[src/rtl/sel_skid_if.sv]
// sel_skid_if: handshake bundle for sel_skid_reg.
// Upstream side: in_data (CH packed channels of W bits), sel, in_valid, in_ready, flush.
// Downstream side: out_data, out_sel, out_valid, out_ready.
// Status: sel_err (bad select seen), stall_cnt (stall statistic).
// master = the side that drives the block, slave = the block itself.
interface sel_skid_if #(
    parameter int W  = 32,
    parameter int CH = 4
);
    localparam int SEL_W = $clog2(CH);
    logic [CH*W-1:0]  in_data;
    logic [SEL_W-1:0] sel;
    logic             in_valid;
    logic             in_ready;
    logic             flush;
    logic [W-1:0]     out_data;
    logic [SEL_W-1:0] out_sel;
    logic             out_valid;
    logic             out_ready;
    logic             sel_err;
    logic [15:0]      stall_cnt;
    modport master (
        output in_data, sel, in_valid, flush, out_ready,
        input  in_ready, out_data, out_sel, out_valid, sel_err, stall_cnt
    );
    modport slave (
        input  in_data, sel, in_valid, flush, out_ready,
        output in_ready, out_data, out_sel, out_valid, sel_err, stall_cnt
    );
endinterface

[src/rtl/sel_skid_reg.sv]
// sel_skid_reg: CH:1 registered select feeding a 2-entry skid buffer with valid/ready and flush.
// Ports: clk (rising edge), rst (async, active high), bus (sel_skid_if.slave):
//   in_data/sel/in_valid/in_ready upstream handshake, flush sync kill,
//   out_data/out_sel/out_valid/out_ready downstream handshake,
//   sel_err one-cycle pulse after accepting sel >= CH, stall_cnt stall statistic.
// Optional: define SEL_SKID_STALL_CNT_EN to build the saturating stall counter;
//   otherwise stall_cnt is tied to zero.
module sel_skid_reg #(
    parameter  int W     = 32,
    parameter  int CH    = 4,
    localparam int SEL_W = $clog2(CH)
) (
    input logic       clk,
    input logic       rst,
    sel_skid_if.slave bus
);
    typedef enum logic [1:0] {EMPTY, ONE, TWO} state_t;
    localparam logic [SEL_W:0] CH_L = (SEL_W + 1)'(CH);
    state_t           state_q, state_d;
    logic [W-1:0]     main_data, skid_data, pick;
    logic [SEL_W-1:0] main_sel, skid_sel, pick_sel;
    logic             in_ready_q, sel_err_q, out_valid;
    logic             accept, pop, bad, load_main, load_skid, promote;
    // out-of-range selects fall back to channel 0 and are reported via sel_err
    assign bad       = {1'b0, bus.sel} >= CH_L;
    assign pick_sel  = bad ? '0 : bus.sel;
    assign out_valid = state_q != EMPTY;
    assign accept    = bus.in_valid & in_ready_q;
    assign pop       = out_valid & bus.out_ready;
    always_comb begin
        pick = bus.in_data[W-1:0];
        for (int k = 1; k < CH; k++)
            pick = (bus.sel == SEL_W'(k)) ? bus.in_data[k*W +: W] : pick;
    end
    always_comb begin
        state_d   = state_q;
        load_main = 1'b0;
        load_skid = 1'b0;
        promote   = 1'b0;
        if (bus.flush)
            state_d = EMPTY;
        else
            case (state_q)
                EMPTY: begin
                    load_main = accept;
                    state_d   = accept ? ONE : EMPTY;
                end
                ONE: begin
                    load_main = accept & pop;
                    load_skid = accept & ~pop;
                    state_d   = load_skid ? TWO : (pop & ~accept) ? EMPTY : ONE;
                end
                TWO: begin
                    promote = pop;
                    state_d = pop ? ONE : TWO;
                end
                default: state_d = EMPTY;
            endcase
    end
    always_ff @(posedge clk or posedge rst)
        if (rst) state_q <= EMPTY;
        else     state_q <= state_d;
    // in_ready is registered from the next state so no combinational path reaches upstream
    always_ff @(posedge clk or posedge rst)
        if (rst) begin
            in_ready_q <= 1'b1;
            sel_err_q  <= 1'b0;
            main_data  <= '0;
            main_sel   <= '0;
            skid_data  <= '0;
            skid_sel   <= '0;
        end else begin
            in_ready_q <= state_d != TWO;
            sel_err_q  <= ~bus.flush & accept & bad;
            if (load_main) begin
                main_data <= pick;
                main_sel  <= pick_sel;
            end else if (promote) begin
                main_data <= skid_data;
                main_sel  <= skid_sel;
            end
            if (load_skid) begin
                skid_data <= pick;
                skid_sel  <= pick_sel;
            end
        end
    assign bus.in_ready  = in_ready_q;
    assign bus.out_valid = out_valid;
    assign bus.out_data  = main_data;
    assign bus.out_sel   = main_sel;
    assign bus.sel_err   = sel_err_q;
`ifdef SEL_SKID_STALL_CNT_EN
    logic [15:0] stall_q;
    always_ff @(posedge clk or posedge rst)
        if (rst)
            stall_q <= '0;
        else if (out_valid & ~bus.out_ready & (stall_q != 16'hFFFF))
            stall_q <= stall_q + 16'd1;
    assign bus.stall_cnt = stall_q;
`else
    assign bus.stall_cnt = 16'h0000;
`endif
endmodule

[src/flat_wrapper.sv]
// flat-port wrapper written by rule: the top's interface ports become plain ports
module sel_skid_reg_flat 
#(
    parameter  int W     = 32,
    parameter  int CH    = 4,
    localparam int SEL_W = $clog2(CH)
)
  (clk, rst, bus_in_data, bus_sel, bus_in_valid, bus_flush, bus_out_ready, bus_in_ready, bus_out_data, bus_out_sel, bus_out_valid, bus_sel_err, bus_stall_cnt);
  sel_skid_if #(.W(W), .CH(CH)) bus_i ();
  input logic clk;
  input logic rst;
  input wire logic [$bits(bus_i.in_data)-1:0] bus_in_data;
  input wire logic [$bits(bus_i.sel)-1:0] bus_sel;
  input wire logic [$bits(bus_i.in_valid)-1:0] bus_in_valid;
  input wire logic [$bits(bus_i.flush)-1:0] bus_flush;
  input wire logic [$bits(bus_i.out_ready)-1:0] bus_out_ready;
  output wire logic [$bits(bus_i.in_ready)-1:0] bus_in_ready;
  output wire logic [$bits(bus_i.out_data)-1:0] bus_out_data;
  output wire logic [$bits(bus_i.out_sel)-1:0] bus_out_sel;
  output wire logic [$bits(bus_i.out_valid)-1:0] bus_out_valid;
  output wire logic [$bits(bus_i.sel_err)-1:0] bus_sel_err;
  output wire logic [$bits(bus_i.stall_cnt)-1:0] bus_stall_cnt;
  assign bus_i.in_data = bus_in_data;
  assign bus_i.sel = bus_sel;
  assign bus_i.in_valid = bus_in_valid;
  assign bus_i.flush = bus_flush;
  assign bus_i.out_ready = bus_out_ready;
  assign bus_in_ready = bus_i.in_ready;
  assign bus_out_data = bus_i.out_data;
  assign bus_out_sel = bus_i.out_sel;
  assign bus_out_valid = bus_i.out_valid;
  assign bus_sel_err = bus_i.sel_err;
  assign bus_stall_cnt = bus_i.stall_cnt;
  sel_skid_reg #(.W(W), .CH(CH)) u_core (.clk(clk), .rst(rst), .bus(bus_i));
endmodule
[config.mk]
export PLATFORM = sky130hd
export DESIGN_NAME = sel_skid_reg_flat
export DESIGN_NICKNAME = d
export VERILOG_FILES = /design/src/rtl/sel_skid_if.sv /design/src/rtl/sel_skid_reg.sv /design/src/flat_wrapper.sv
export SDC_FILE = /design/constraint.sdc
export NUM_CORES = 1
export LEC_CHECK = 0
export CORE_ASPECT_RATIO = 1.75
export CORE_MARGIN = 1
export CORE_UTILIZATION = 43
export CTS_BUF_LIST = sky130_fd_sc_hd__clkbuf_8 sky130_fd_sc_hd__clkbuf_16
export DETAILED_ROUTE_END_ITERATION = 10
export MAX_ROUTING_LAYER = met4
export PLACE_DENSITY = 0.83
export SLEW_MARGIN = 20
export SYNTH_ARGS = -nofsm -noshare
export SYNTH_HDL_FRONTEND = slang
export SYNTH_SLANG_ARGS = --single-unit
[constraint.sdc]
create_clock -name clk -period 2.9 [get_ports clk]
set_input_delay 0.87 -clock clk [delete_from_list [all_inputs] [get_ports clk]]
set_output_delay 0.87 -clock clk [all_outputs]
set_load 0.01 [all_outputs]
* Word-level counts from Yosys, hierarchy flattened *
Cells that the tools add are included.

word-level totals
  output and inout bits = 53
  logic and storage cells = 41
  register bits after elaboration = 71
  input port bits = 135

cells by class
  bitwise gates (word level) = 7
  equality and inequality tests = 6
  reductions and logical operators = 3
  mux-type cells = 19

operators by type and width
  operator                                             number
  two-way mux 32 bit                                   5
  two-way mux 2 bit                                    5
  two-way mux 1 bit                                    7
  equality test 2 bit, second input constant           3
  case mux 2 bit (3 select lines)                      1
  bitwise AND 1 bit                                    5
  equality test 2 x 1 -> 1 bit, second input constant  2
  nonzero test 2 bit                                   2
  zero test 2 bit                                      1
  inequality test 2 bit, second input constant         1
  NOT 1 bit                                            2
  case mux 1 bit (2 select lines)                      1

* Longest topological paths before layout *
  depth after elaboration = 8
  depth in mapped cells = 9
  mapped depth without buffers = 7

* Worst setup path after synthesis *
No wires, ideal clock.

  kind = input to register
  start = input bus_out_ready
  end = register u_core.skid_data[0]
  data required time = 2775 ps
  library setup time = 125 ps
  arrival time = 2094 ps
  path buffers = 1
  cell stages on the path = 7
  path slack = 681 ps
  cells stage by stage = and2_1 -> inv_1 -> ha_1 -> nand3b_1 -> nor2_2 -> buf_2 -> mux2_2

on the way
  longest elaborated chain between the ends = 5

RTL lines
  item                  RTL line            source
  start, declared       flat_wrapper.sv:16  input wire logic [$bits(bus_i.out_ready)-1:0] bus_out_ready;
  bitwise AND 1 bit     sel_skid_reg.sv:29  assign pop = out_valid & bus.out_ready;
  NOT 1 bit             sel_skid_reg.sv:50  load_skid = accept & ~pop;
  bitwise AND 1 bit     sel_skid_reg.sv:50
  two-way mux 1 bit     sel_skid_reg.sv:43  case (state_q)
  two-way mux 1 bit     sel_skid_reg.sv:40  if (bus.flush)
  end signal, assigned  sel_skid_reg.sv:83  skid_data <= pick;
  end, declared         sel_skid_reg.sv:20  logic [W-1:0] main_data, skid_data, pick;

Every way passes these cells.
A chain may end at the register's enable or synchronous reset.

* Worst setup path in the final report *
  start = register u_core.state_q[1]
  end = output bus_out_valid

on the way
  longest elaborated chain between the ends = 1

RTL lines
  item                    RTL line            source
  start, declared         sel_skid_reg.sv:19  state_t state_q, state_d;
  start signal, assigned  sel_skid_reg.sv:62  else state_q <= state_d;
  nonzero test 2 bit      sel_skid_reg.sv:27  assign out_valid = state_q != EMPTY;
  end, declared           flat_wrapper.sv:20  output wire logic [$bits(bus_i.out_valid)-1:0] bus_out_valid;

Every way passes these cells.

==> metrics.md <==
| Metric | Value |
|---|---|
| Simple-Gate Fraction of Synth Area | 0.07446 |
| Compound-gate portion of the synthesized area | 0.1560 |
| Ys Warns | 0 |
| Largest net degree at the start of global routing | 41 |
| Slew HR | 0.6096 |
| Nets@finish | 615 |
| Rows | 47 |
| Max-cap violations | 0 |
| Drc violations | 0 |
| Hold_ws | 0.5030 ns |
| Worst hold path type | reg2reg |
| DIE HEIGHT | 133.8 um |
| Global route overflow | 0 |
| Mux cell area share after synthesis | 0.2621 |
| TritonCTS clock tree | built |
| Clock Latency Late Sink | 0.33 ns |
| H-Tree Depth | 3 |
| DRT Wirelength | 11.79 mm |
| Vias in the first global route | 3865 |
| Routed WL per cell | 19.48 um |
| Worst-path fanout max | 10 |
| Post_cts resized | 0 |
| VDD IR max | 0.5027 mV |
| Max clock buf depth | 2 |
| Initial antenna violation count | 0 |
| Drt first pass iters | 4 |
| Skew final | 0.005876 ns |
| All-layer global routing usage | 0.2453 |
| Tightest Pin Transition | 0.5856 ns |
| Largest stage delay, worst path | 0.49 ns |
| Number of routed nets with antenna violations | 0 |
| Num CTS Buffers | 9 |
| Buf/Inv on CP | 1 |
| Seq cells post-synth | 71 |
| Final setup viols | 0 |
| Worst-path clk slew | 0.06 ns |
| Seq/Total Area, Yosys | 0.4166 |
| Status | completed |
| PwrDens | 604.8 nW/um2 |
| Clock root cell | clkbuf_16 |
| Area grow syn2layout | 48.08% |
| XOR/XNOR Fraction of Synth Area | 0 |
| Slowest stage cell, crit path | clkdlybuf4s50_1 |
| Arr. time, crit path | 1.62 ns |
| Via density | 5.698 |
| CP Capture Type | primary output |
| Initial DRC count | 214 |
| Critical path, cell by cell | or2_2 > clkdlybuf4s50_1 |
| Routability Congestion | 0.8198 |
| DP HPWL | 8.725 mm |
| Vias | 3447 |
| Setup tns final | 0 ns |
| Post-synthesis cell area | 4268 um2 |
| Setup Crit Path Kind | reg2out |
| Layout cells sized above 1 | 0.2174 |
| Port-buffer cells | 170 |
| Leakage power | 0.002526 uW |
| Initial Utilization | 0.4480 |
| RSZ-0062 raised after global routing | no |
| Max Clock Freq | 401.9 MHz |
| Layout fillers | 728 |
| Boundary Pins | 188 |
| Die W | 77.31 um |
| Largest family of logic cells by synthesized area | multiplexers |
| Mapped Cells | 314 |
| Crit share post-route | 0.8579 |
| Sink Count | 71 |
| Hold_buf cts | 0 |
| Startpoint types | flop |
| Syn Area/Cell | 13.59 um2 |
| Core area | 9527 um2 |
| Global-route wire length before repair | 19.17 mm |
| DIE AREA | 10340 um2 |
| Final Max Tran Viols | 0 |
| Post-CTS Setup Inserts | 0 |
| Tmin final | 2.488 ns |
| Library cells used by synthesis | 35 |
| ANT cells | 0 |
| Adder-cell share of the synthesized area | 0.005863 |
| WP data required | 2.03 ns |
| Crit-path leading delay family | buffers and inverters |
| Final hold vios | 0 |
==> through the flow <==
| stage | cell area, um2 | power, uW | cells | utilization | setup slack, ns |
|---|---|---|---|---|---|
| floorplan | 4328 | 2148 | 330 | - | 0.2351 |
| global placement | 6028 | 2724 | 589 | 0.6328 | 0.1615 |
| detailed placement | 6028 | 2787 | 589 | 0.6328 | 0.1143 |
| CTS | 6320 | 3854 | 605 | 0.6634 | 0.3970 |
| global route | 6320 | 4005 | 605 | 0.6634 | 0.3479 |
| finish | 6320 | 3822 | 605 | 0.6634 | 0.4120 |
==> final timing paths <==
kind	from	to	slack, ns	depth (start not counted)
worst max-delay path	u_core.state_q[1]$_DFF_PP0_	bus_out_valid	0.41	2
worst min-delay path	u_core.skid_data[24]$_DFFE_PP0P_	u_core.skid_data[24]$_DFFE_PP0P_	0.50	1
worst max register to register	u_core.state_q[1]$_DFF_PP0_	u_core.skid_data[31]$_DFFE_PP0P_	0.68	8
worst min register to register	u_core.skid_data[24]$_DFFE_PP0P_	u_core.skid_data[24]$_DFFE_PP0P_	0.50	1
max in group asynchronous	rst	u_core.bus.out_data[4]$_DFFE_PP0P_	1.34	3
min in group asynchronous	rst	u_core.skid_data[2]$_DFFE_PP0P_	0.93	2
==> cell usage in the layout (no fill, tap or decap) <==
cell type and instances:
ha_1 2, clkbuf_8 2, buf_2 3, clkdlybuf4s50_1 167, nand4bb_2 1, o211ai_1 4
mux4_2 28, or3_1 32, or3b_2 1, mux4_1 4, conb_1 17, o221a_2 2
buf_12 6, dfstp_2 1, nor4bb_1 1, and3b_1 1, clkinvlp_4 1, o21ai_0 2
inv_2 1, a211o_1 30, clkinv_4 1, and2_1 2, nand2_1 1, clkinv_2 1
a31oi_4 1, buf_4 9, inv_1 5, nand2b_1 2, or2_2 1, nor2_4 1
a221oi_1 1, clkbuf_16 9, a21oi_1 2, nand3b_1 5, inv_6 2, dfrtp_1 70
o211a_1 30, mux2_2 34
==> cell usage after synthesis <==
cell type,n,share of area
nand2b_1,2,0.0029
clkbuf_2,1,0.0012
buf_4,17,0.030
or2_2,1,0.0015
clkdlybuf4s15_1,2,0.0047
a221oi_1,1,0.0021
dfrtp_1,70,0.41
buf_2,12,0.014
nor2_2,1,0.0015
or3_1,32,0.047
a21oi_1,2,0.0023
conb_1,1,0.00088
clkbuf_1,10,0.0088
buf_1,1,0.00088
buf_6,2,0.0053
o221a_2,2,0.0053
inv_1,6,0.0053
nand4bb_1,1,0.0026
buf_12,3,0.014
nand3b_1,5,0.0088
mux2_2,34,0.090
ha_1,2,0.0059
nor4bb_1,1,0.0023
a31oi_4,1,0.0050
or3b_2,1,0.0021
o211ai_1,4,0.0070
nand2_1,1,0.00088
mux4_1,4,0.025
and2_1,2,0.0029
o21ai_0,2,0.0023
and3b_1,1,0.0021
a211o_1,30,0.062
dfstp_2,1,0.0062
mux4_2,28,0.15
o211a_1,30,0.070
==> worst register-to-register path, cell delays in order (launching register included) <==
cell and delay [ns]:
dfrtp_1 0.46, or2_2 0.34, and2_1 0.18, inv_1 0.06, ha_1 0.14, nand3b_1 0.18
nor2_4 0.20, buf_12 0.18, mux2_2 0.36
==> per-layer routing <==
layer	part of all wire	track usage	up-vias
li1	-	-	1534
met1	0.35	0.2694	1716
met2	0.56	0.4297	169
met3	0.048	0.03061	28
met4	0.038	0.1268	0
met5	0	-	-
==> power by group <==
part / leakage (uW) / switching, uW / internal [uW] / total, uW
sequential: 0.000825 / 199 / 1350 / 1550
combinational: 0.00156 / 438 / 786 / 1220
clock: 0.000143 / 419 / 631 / 1050
total: 0.00253 / 1060 / 2770 / 3820
==> cell type report <==
type	instances	area (um2)	area share
well taps	122	152.6	0.02415
inverters	6	22.52	0.003564
flip-flops and latches	71	1778	0.2813
multi-input cells	205	2201	0.3482
clock buffers	11	252.7	0.03999
clock inverters	5	38.79	0.006137
repair buffers	185	1874	0.2966
==> cell families after synthesis <==
logic type               after synthesis
adder cells (fa/ha/maj)                2
flip-flops                            71
buffers and inverters                 54
AO/OA/AOI/OAI                         72
multiplexers                          66
AND/OR/NAND/NOR                       48
other                                  1
==> registers in the layout (all words and copies together) (netlist names) <==
name                 cells
u_core.state_q           2
u_core.skid_sel          2
u_core.skid_data        32
u_core.bus.out_sel       2
u_core.bus.in_ready      1
u_core.bus.out_data     32
No activity file was read; power rests on OpenSTA's default activity.
